<file path="config.mk">
export PLATFORM = sky130hd
export DESIGN_NAME = fetch_unit
export DESIGN_NICKNAME = d
export VERILOG_FILES = /design/src/rtl/fetch_unit_pkg.sv /design/src/rtl/fetch_unit_timer.sv /design/src/rtl/fetch_unit.sv
export SDC_FILE = /design/constraint.sdc
export NUM_CORES = 1
export LEC_CHECK = 0
export ABC_CLOCK_PERIOD_IN_PS = 2100
export CAP_MARGIN = 10
export CORE_ASPECT_RATIO = 0.9
export CORE_MARGIN = 4
export CORE_UTILIZATION = 51
export CTS_BUF_LIST = sky130_fd_sc_hd__clkbuf_8
export CTS_CLUSTER_DIAMETER = 80
export DETAILED_ROUTE_END_ITERATION = 10
export PLACE_DENSITY = 0.86
export SLEW_MARGIN = 30
export SYNTH_ARGS = -nofsm -noshare
export SYNTH_HDL_FRONTEND = slang
export SYNTH_SLANG_ARGS = --single-unit
</file>
<file path="constraint.sdc">
create_clock -name I_clk -period 2.1 [get_ports I_clk]
set_clock_uncertainty 0.1 [all_clocks]
set_input_delay 0.42 -clock I_clk [delete_from_list [all_inputs] [get_ports I_clk]]
set_output_delay 0.42 -clock I_clk [all_outputs]
set_load 0.02 [all_outputs]
</file>
<file path="src/rtl/fetch_unit_pkg.sv">
// Shared encodings for the instruction fetch stage: FSM states, fault causes
// and the reset instruction.
package fetch_unit_pkg;

  typedef enum logic [1:0] {
    FETCH_STATE_IDLE = 2'd0,
    FETCH_STATE_BUS  = 2'd1,
    FETCH_STATE_HOLD = 2'd2,
    FETCH_STATE_TRAP = 2'd3
  } fetch_state_e;

  localparam logic [1:0] FETCH_CAUSE_NONE       = 2'd0;
  localparam logic [1:0] FETCH_CAUSE_MISALIGNED = 2'd1;
  localparam logic [1:0] FETCH_CAUSE_BUSERR     = 2'd2;
  localparam logic [1:0] FETCH_CAUSE_TIMEOUT    = 2'd3;

  localparam logic [31:0] INSTR_NOP = 32'h0000_0013;

  function automatic logic is_word_aligned(input logic [31:0] addr);
    return (addr[1:0] == 2'b00);
  endfunction

endpackage

</file>
<file path="src/rtl/fetch_unit_timer.sv">
// Bus wait-cycle counter for the fetch stage; flags expiry when the count
// equals TIMEOUT. A TIMEOUT of 0 never expires.
module fetch_timer #(
  parameter int unsigned TIMEOUT = 255
) (
  input  logic I_clk,
  input  logic I_reset_n,
  input  logic I_clr,
  input  logic I_en,
  output logic O_expired
);

  localparam int unsigned CW = (TIMEOUT > 32'd0) ? $clog2(TIMEOUT + 32'd1) : 1;

  logic [CW-1:0] cnt_q, cnt_d;

  // Next count: clear has priority over counting.
  always_comb begin
    cnt_d = cnt_q;
    if (I_clr) begin
      cnt_d = '0;
    end else if (I_en) begin
      cnt_d = cnt_q + CW'(1);
    end else begin
      cnt_d = cnt_q;
    end
  end

  // Count register.
  always_ff @(posedge I_clk or negedge I_reset_n) begin
    if (!I_reset_n) begin
      cnt_q <= '0;
    end else begin
      cnt_q <= cnt_d;
    end
  end

  assign O_expired = (TIMEOUT != 32'd0) && (cnt_q == CW'(TIMEOUT));

endmodule

</file>
<file path="src/rtl/fetch_unit.sv">
// Instruction fetch stage: issues one Wishbone read per request, holds the
// instruction and its PC for the decoder, and reports fetch faults.
module fetch_unit
  import fetch_unit_pkg::*;
#(
  parameter logic [31:0] RESET_PC = 32'h0000_0000,
  parameter int unsigned TIMEOUT  = 255
) (
  input  logic        I_clk,
  input  logic        I_reset_n,
  input  logic        I_fetch_req,
  input  logic        I_pc_load,
  input  logic [31:0] I_next_pc,
  output logic [31:0] O_instr,
  output logic [31:0] O_pc,
  output logic        O_instr_valid,
  output logic        O_busy,
  output logic        O_trap,
  output logic [1:0]  O_trap_cause,
  output logic [31:0] O_bus_addr,
  output logic        O_bus_cyc,
  output logic        O_bus_stb,
  input  logic [31:0] I_bus_data,
  input  logic        I_bus_ack,
  input  logic        I_bus_err
);

  fetch_state_e state_q, state_d;
  logic [31:0]  seq_pc_q, seq_pc_d;
  logic [31:0]  instr_q, instr_d;
  logic [31:0]  pc_q, pc_d;
  logic         valid_q, valid_d;
  logic         busy_q, busy_d;
  logic         trap_q, trap_d;
  logic [1:0]   cause_q, cause_d;
  logic [31:0]  addr_q, addr_d;
  logic         cyc_q, cyc_d;

  logic [31:0]  target;
  logic         timer_clr, timer_en, timer_expired;

  fetch_timer #(.TIMEOUT(TIMEOUT)) u_timer (
    .I_clk     (I_clk),
    .I_reset_n (I_reset_n),
    .I_clr     (timer_clr),
    .I_en      (timer_en),
    .O_expired (timer_expired)
  );

  // Next-state and output-register logic of the fetch FSM.
  always_comb begin
    state_d   = state_q;
    seq_pc_d  = seq_pc_q;
    instr_d   = instr_q;
    pc_d      = pc_q;
    valid_d   = valid_q;
    busy_d    = busy_q;
    trap_d    = trap_q;
    cause_d   = cause_q;
    addr_d    = addr_q;
    cyc_d     = cyc_q;
    timer_clr = 1'b0;
    timer_en  = 1'b0;
    target    = I_pc_load ? I_next_pc : seq_pc_q;

    case (state_q)
      FETCH_STATE_IDLE, FETCH_STATE_HOLD, FETCH_STATE_TRAP: begin
        if (I_fetch_req) begin
          valid_d = 1'b0;
          trap_d  = 1'b0;
          cause_d = FETCH_CAUSE_NONE;
          if (!is_word_aligned(target)) begin
            state_d = FETCH_STATE_TRAP;
            trap_d  = 1'b1;
            cause_d = FETCH_CAUSE_MISALIGNED;
            pc_d    = target;
          end else begin
            state_d   = FETCH_STATE_BUS;
            addr_d    = target;
            cyc_d     = 1'b1;
            busy_d    = 1'b1;
            timer_clr = 1'b1;
          end
        end else begin
          state_d = state_q;
        end
      end
      FETCH_STATE_BUS: begin
        // Error wins over a simultaneous ack; every exit drops cyc/stb.
        if (I_bus_err) begin
          state_d = FETCH_STATE_TRAP;
          trap_d  = 1'b1;
          cause_d = FETCH_CAUSE_BUSERR;
          pc_d    = addr_q;
          cyc_d   = 1'b0;
          busy_d  = 1'b0;
        end else if (I_bus_ack) begin
          state_d  = FETCH_STATE_HOLD;
          instr_d  = I_bus_data;
          pc_d     = addr_q;
          valid_d  = 1'b1;
          seq_pc_d = addr_q + 32'd4;
          cyc_d    = 1'b0;
          busy_d   = 1'b0;
        end else if (timer_expired) begin
          state_d = FETCH_STATE_TRAP;
          trap_d  = 1'b1;
          cause_d = FETCH_CAUSE_TIMEOUT;
          pc_d    = addr_q;
          cyc_d   = 1'b0;
          busy_d  = 1'b0;
        end else begin
          timer_en = 1'b1;
        end
      end
      default: begin
        state_d = FETCH_STATE_IDLE;
        cyc_d   = 1'b0;
        busy_d  = 1'b0;
      end
    endcase
  end

  // State and output registers.
  always_ff @(posedge I_clk or negedge I_reset_n) begin
    if (!I_reset_n) begin
      state_q  <= FETCH_STATE_IDLE;
      seq_pc_q <= RESET_PC;
      instr_q  <= INSTR_NOP;
      pc_q     <= RESET_PC;
      valid_q  <= 1'b0;
      busy_q   <= 1'b0;
      trap_q   <= 1'b0;
      cause_q  <= FETCH_CAUSE_NONE;
      addr_q   <= 32'h0000_0000;
      cyc_q    <= 1'b0;
    end else begin
      state_q  <= state_d;
      seq_pc_q <= seq_pc_d;
      instr_q  <= instr_d;
      pc_q     <= pc_d;
      valid_q  <= valid_d;
      busy_q   <= busy_d;
      trap_q   <= trap_d;
      cause_q  <= cause_d;
      addr_q   <= addr_d;
      cyc_q    <= cyc_d;
    end
  end

  assign O_instr       = instr_q;
  assign O_pc          = pc_q;
  assign O_instr_valid = valid_q;
  assign O_busy        = busy_q;
  assign O_trap        = trap_q;
  assign O_trap_cause  = cause_q;
  assign O_bus_addr    = addr_q;
  assign O_bus_cyc     = cyc_q;
  assign O_bus_stb     = cyc_q;

endmodule

</file>
==> results.toml, run 1 <==
[cts]
cts_tree = "yes"
cts_max_level = 4
ctsLongestPathBuffers = 2
cts_buffers = 17
clk_pin_slew_ps = 80
ctsRootBufferMaster = "clkbuf_8"
clock_latency_ps = 460
clkSinkCount = 143

[route]
drcViolationCount = 0
num_vias = 6473
drt-total-wl_mm = 20.1
firstDrtPassIters = 6
drt_iter0_drc = 725
ant_nets = 0
wire_per_inst_microns = 18.5
via_per_inst = 5.97

[global_routing]
overflow = 0
grt_max_degree = 60
grt_usage_pct = 27.2
grt_pass1_wl_mm = 32.5
grt_pass1_vias = 6571
antenna_found_initial = 0

[setup_path]
crit_required_ps = 1580
worstPathArrival_ps = 1510
crit_slowest_cell = "clkdlybuf4s50_1"
path_buf_inv = 1
crit_path_max_fanout = 4
crit_family = "buffers and inverters"
slowest_delay_ps = 640
setup.worst_path.end_class = "output port"
cp_cell_sequence = "clkdlybuf4s50_1"
path_class = "flop to output port"
worst_setup_path_start_kind = "flop"

[cells_and_area]
layout-drive-gt1-share_pct = 11.5
multi_input_area_sq_um = 2920
fin_area_sq_um = 9400
diodes = 0
fillers = 898
final_nets = 980
area_growth_pct = 39.3
register_area_sq_um = 3580

[placed_design]
place_hpwl_mm = 13.9
io_buffers = 172
globalplace.congestion = 0.893
placed_area_sq_um = 9020

[power]
switching_share_pct = 38.8
total_power_mw = 12.0
power.clock.fraction_pct = 17.3
p_leak_nw = 4.24
internal_power_mw = 7.33
p_switching_mw = 4.65
power_density_nw_per_um2 = 1270
seqPwrFrac_pct = 38.8
irDropWorstVdd_mv = 0.961
p_comb_share_pct = 43.9

[yosys]
syn_area_sq_um = 6750
syn_avg_cell_area_sq_um = 9.52
synthMuxAreaShare_pct = 4.89
yosysUniqueCellTypes = 49
synthSimpleGateAreaFrac_pct = 17.7
synth_fa_ha_area_share_pct = 0.371
synth_flop_cell = "dfrtp_1"
syn_inst = 709
async_flop_share_pct = 100
syn_nets = 781
synth-edff-count = 0
synth_compound_area_share_pct = 18.4
ys_seq_area_share_pct = 53.1
synth_top_family_by_area = "compound AO/OA/AOI/OAI gates"
yosysWarnings = 0
synth_xor_area_share_pct = 1.69
ys_seq_elements = 143

[sta]
fin_crit_ps = 2030
slew_viol_final = 0
hold_viol_final = 0
max_freq_ghz = 0.494
finalSetupViolCount = 0
worst_slew_pin_slew_ps = 587
slew_headroom_pct = 60.6
fin_crit_sh_pct = 96.4
tns_ps = 0

[floorplan]
die_height_microns = 117
core_sq_um = 12800
die_w_microns = 129
boundaryPins = 173
start_util_pct = 52.6
rows = 39
die_area_sq_um = 15100

[run_status]
status = "finished clean"

[min_path]
hold_class = "input pin to asynchronous set/reset pin"

[flow_run]
cap_violations = 0
-- what timing repair did --
item | 4_1_cts | 5_1_grt
gates resized for setup | 29 | 6
hold buffers | 1 | 0
hold endpoints to repair | 42 | 0
setup buffers | 1 | 3
pin swaps | 0 | 3
setup endpoints to repair | 32 | 9
-- per-stage QoR --
| step | setup WS [ps] | hold WS, ps | cells | util [%] |
|---|---|---|---|---|
| finish | 74.6 | 358 | 1085 | 73.3 |
| global route | -2.58 | 348 | 1085 | 73.3 |
| CTS | 1.46 | 336 | 1082 | 73.0 |
| detailed placement | -210 | 278 | 1048 | 70.3 |
| global placement | -175 | 270 | 1048 | 70.3 |
| floorplan | 14.2 | 24.4 | 709 | - |
-- flip-flops by register name, indices dropped and copies added, names as in the netlist --
register       cells
O_bus_addr        32
O_instr           32
O_pc              32
seq_pc_q          32
u_timer.cnt_q      8
O_trap_cause       2
state_q            2
O_bus_cyc          1
O_instr_valid      1
O_trap             1
-- routing by layer --
metal	track usage (%)	up-vias	share of wire [%]	wire length [microns]
met3	8.12	44	8.8	1780
met5	0	-	0	0
met4	10.6	0	2.2	451
met2	44.5	339	48	9720
met1	34.3	3172	41	8170
li1	-	2918	-	-
-- worst register-to-register path, stage by stage (launching register included) --
cell	delay (ps)
dfrtp_1	370
nand4_1	140
or4_4	650
or4_4	510
a31oi_1	170
-- power groups by stage --
stage          logic (mW)  registers, mW  clock network, mW
5_1_grt              5.69           4.78               2.21
3_5_place_dp         5.36           4.67                  0
4_1_cts              5.24           4.64               2.09
6_report             5.26           4.65               2.07
2_1_floorplan        1.68           5.57                  0
3_3_place_gp         5.21           4.61                  0
-- cells in the mapped netlist, drive strengths merged, types with 2 or more instances --
| cell type | instances | area, sq um |
|---|---|---|
| a21oi | 10 | 50.1 |
| a22o | 31 | 272 |
| a31oi | 17 | 106 |
| and2 | 4 | 25.0 |
| and4 | 2 | 17.5 |
| buf | 15 | 86.3 |
| clkbuf | 41 | 154 |
| dfrtp | 140 | 3500 |
| dfstp | 3 | 78.8 |
| ha | 2 | 25.0 |
| inv | 7 | 26.3 |
| mux2i | 33 | 330 |
| nand2 | 164 | 616 |
| nand2b | 3 | 18.8 |
| nand3 | 14 | 75.1 |
| nand4 | 8 | 56.3 |
| nor2 | 26 | 97.6 |
| nor3 | 4 | 20.0 |
| nor4 | 4 | 25.0 |
| o21a | 2 | 15.0 |
| o21ai | 85 | 425 |
| o2bb2ai | 2 | 17.5 |
| o31ai | 39 | 293 |
| or2 | 2 | 12.5 |
| or3 | 12 | 75.1 |
| or4 | 13 | 105 |
| xnor2 | 10 | 87.6 |
| xor2 | 3 | 26.3 |
-- path summary, 6_finish.rpt --
check,from,end,slack [ps],cells after the start
min,I_reset_n,seq_pc_q[12]$_DFFE_PN0P_,360,2
max,O_bus_addr[0]$_DFFE_PN0P_,O_bus_addr[0],70,1
min in group I_clk,I_bus_data[1],O_instr[1]$_DFFE_PN1P_,360,3
min reg2reg,O_instr[4]$_DFFE_PN1P_,O_instr[4]$_DFFE_PN1P_,370,2
max reg2reg,O_bus_addr[16]$_DFFE_PN0P_,seq_pc_q[27]$_DFFE_PN0P_,80,4
max in group asynchronous,I_reset_n,O_pc[24]$_DFFE_PN0P_,880,3
-- cells in the final DEF, fill, tap and decap left out, drive strengths merged, types with 13 or more instances in the layout --
cell type,n
dlygate4sd2,29
mux2i,33
buf,65
clkdlybuf4s50,137
a22o,31
nand2,164
o21ai,85
a31oi,17
o31ai,39
nor2,26
nand3,14
clkbuf,21
or4,13
dfrtp,140
-- layout make-up --
type | instances | share of cell area [%]
Multi-Input combinational cell | 503 | 31.1
Inverter | 7 | 0.279
Timing Repair Buffer | 236 | 24.5
Clock buffer | 21 | 3.07
Tap cell | 164 | 2.18
Clock inverter | 11 | 0.812
Sequential cell | 143 | 38.1
-- kinds of logic (layout without fill, tap and decap cells) --
family          Yosys count  after routing
simple gates            262            262
compound gates          193            193
flops                   143            143
buf+inv                  63            275
mux                      33             33
xor+xnor                 13             13
fa+ha+maj                 2              2
No activity file was read; power rests on OpenSTA's default activity.
==> run 2: changes to the inputs <==
==> constraint.sdc (replaced) <==
create_clock -name I_clk -period 2.1 [get_ports I_clk]
set_clock_uncertainty 0.1 [all_clocks]
set_input_delay 0.525 -clock I_clk [delete_from_list [all_inputs] [get_ports I_clk]]
set_output_delay 0.525 -clock I_clk [all_outputs]
set_load 0.02 [all_outputs]
==> results.toml, run 2 (synthesized netlist as in run 1, its figures left out) <==
[run_status]
status = "finished clean"

[floorplan]
die_height_microns = 117
core_sq_um = 12800
rows = 39
start_util_pct = 52.6
die_area_sq_um = 15100
boundaryPins = 173
die_w_microns = 129

[route]
ant_nets = 0
drt_iter0_drc = 674
num_vias = 6382
via_per_inst = 5.90
firstDrtPassIters = 5
drt-total-wl_mm = 20.5
drcViolationCount = 0
wire_per_inst_microns = 19.0

[cts]
cts_tree = "yes"
cts_max_level = 4
ctsRootBufferMaster = "clkbuf_8"
clock_latency_ps = 460
clkSinkCount = 143
ctsLongestPathBuffers = 2
cts_buffers = 17
clk_pin_slew_ps = 80

[cells_and_area]
multi_input_area_sq_um = 2920
most-common-layout-cells = "nand2_1, dfrtp_1, o21ai_0, clkdlybuf4s50_1, dlygate4sd2_1"
fin_area_sq_um = 9540
register_area_sq_um = 3580
final_nets = 976
fillers = 904
post-route-util_pct = 74.3
final_common_cell = "nand2_1"
layout-drive-gt1-share_pct = 11.5
area_growth_pct = 41.3
diodes = 0

[setup_path]
worstPathArrival_ps = 1430
cp_cell_sequence = "clkdlybuf4s50_1"
crit_path_max_fanout = 2
slowest_delay_ps = 620
path_class = "flop to output port"
setup.worst_path.end_class = "output port"
worst_setup_path_start_kind = "flop"
crit_slowest_cell = "clkdlybuf4s50_1"
crit_family = "buffers and inverters"
crit_required_ps = 1470
path_buf_inv = 1

[placed_design]
globalplace.congestion = 0.897
io_buffers = 172
placed_area_sq_um = 9030
place_hpwl_mm = 14.1
dp_worst_setup_slack_ps = -346

[global_routing]
antenna_found_initial = 0
grt_max_degree = 47
overflow = 0
grt_pass1_vias = 6542
grt_pass1_wl_mm = 32.9
grt_usage_pct = 27.8

[power]
irDropWorstVdd_mv = 0.851
power_density_nw_per_um2 = 1270
total_power_mw = 12.2
p_leak_nw = 4.81

[sta]
finalWorstSetupSlack_ps = 43.3
slew_headroom_pct = 63.4
worst_slew_pin_slew_ps = 545
fin_crit_sh_pct = 97.9
finalSetupViolCount = 0
fin_crit_ps = 2060
slew_viol_final = 0
rsz0062_at_grt = "true"
hold_viol_final = 0
max_freq_ghz = 0.486

[min_path]
hold_class = "flop to flop"

[flow_run]
cap_violations = 0
run 2: cell types whose count changed in the layout (fill, tap and decap cells not counted), sizes merged:
| cell | delta |
|---|---|
| clkdlybuf4s50 | -62 |
| dlymetal6s2s | +40 |
| inv | -3 |
| dlygate4sd2 | +22 |
| buf | -4 |
| bufinv | +3 |
run 2: layout make-up:
class	count	area share, %
well taps	164	2.15
multi-input cells	503	30.6
clock inverters	11	1.71
inverters	7	0.275
repair buffers	232	24.7
flip-flops and latches	143	37.6
clock buffers	21	3.03
run 2: worst register-to-register path, cell delays in order (launching register included):
cell,delay [ps]
dfrtp_1,370
nand4_1,150
or4_4,640
or4_1,520
a31oi_1,180
run 2: worst paths after layout:
kind                       depth (start not counted)                          to                        from  slack (ps)
max in group asynchronous                          3  O_bus_addr[17]$_DFFE_PN0P_                   I_reset_n         820
min in group asynchronous                          2         O_pc[9]$_DFFE_PN0P_                   I_reset_n         470
min reg2reg                                        2      O_instr[0]$_DFFE_PN1P_      O_instr[0]$_DFFE_PN1P_         370
max                                                1                 O_instr[26]     O_instr[26]$_DFFE_PN0P_          40
min                                                2      O_instr[0]$_DFFE_PN1P_      O_instr[0]$_DFFE_PN1P_         370
max reg2reg                                        4    seq_pc_q[27]$_DFFE_PN0P_  O_bus_addr[16]$_DFFE_PN0P_          50
run 2: metrics by stage:
stage / hold WS, ps / std cells / setup TNS [ps]
after floorplan: 129 / 709 / 0
after global placement: 346 / 1048 / -11800
after detailed placement: 356 / 1048 / -19950
after CTS: 364 / 1081 / 0
after global routing: 384 / 1081 / -24.6
final: 368 / 1081 / 0
run 2: per-layer routing:
metal	vias up	global-route usage, %	share of wire (%)
met5	-	0	0
met2	326	46.4	49
met1	3111	34.2	40
met3	34	9.53	9.7
li1	2911	-	-
met4	0	9.38	1.4
run 2: where the power goes:
part           switching, mW  leakage [nW]  internal, mW
clock network           1.07         0.234          1.41
registers              0.800          1.79          3.85
logic                   2.80          2.79          2.23
run 2: timing repair:
item / 4_1_cts / 5_1_grt
hold buffers: 1 / 0
setup buffers: 0 / 0
resized for setup: 52 / 44
pin swaps: 0 / 1
endpoints found under the hold margin: 39 / 0
endpoints found under the setup margin: 51 / 46
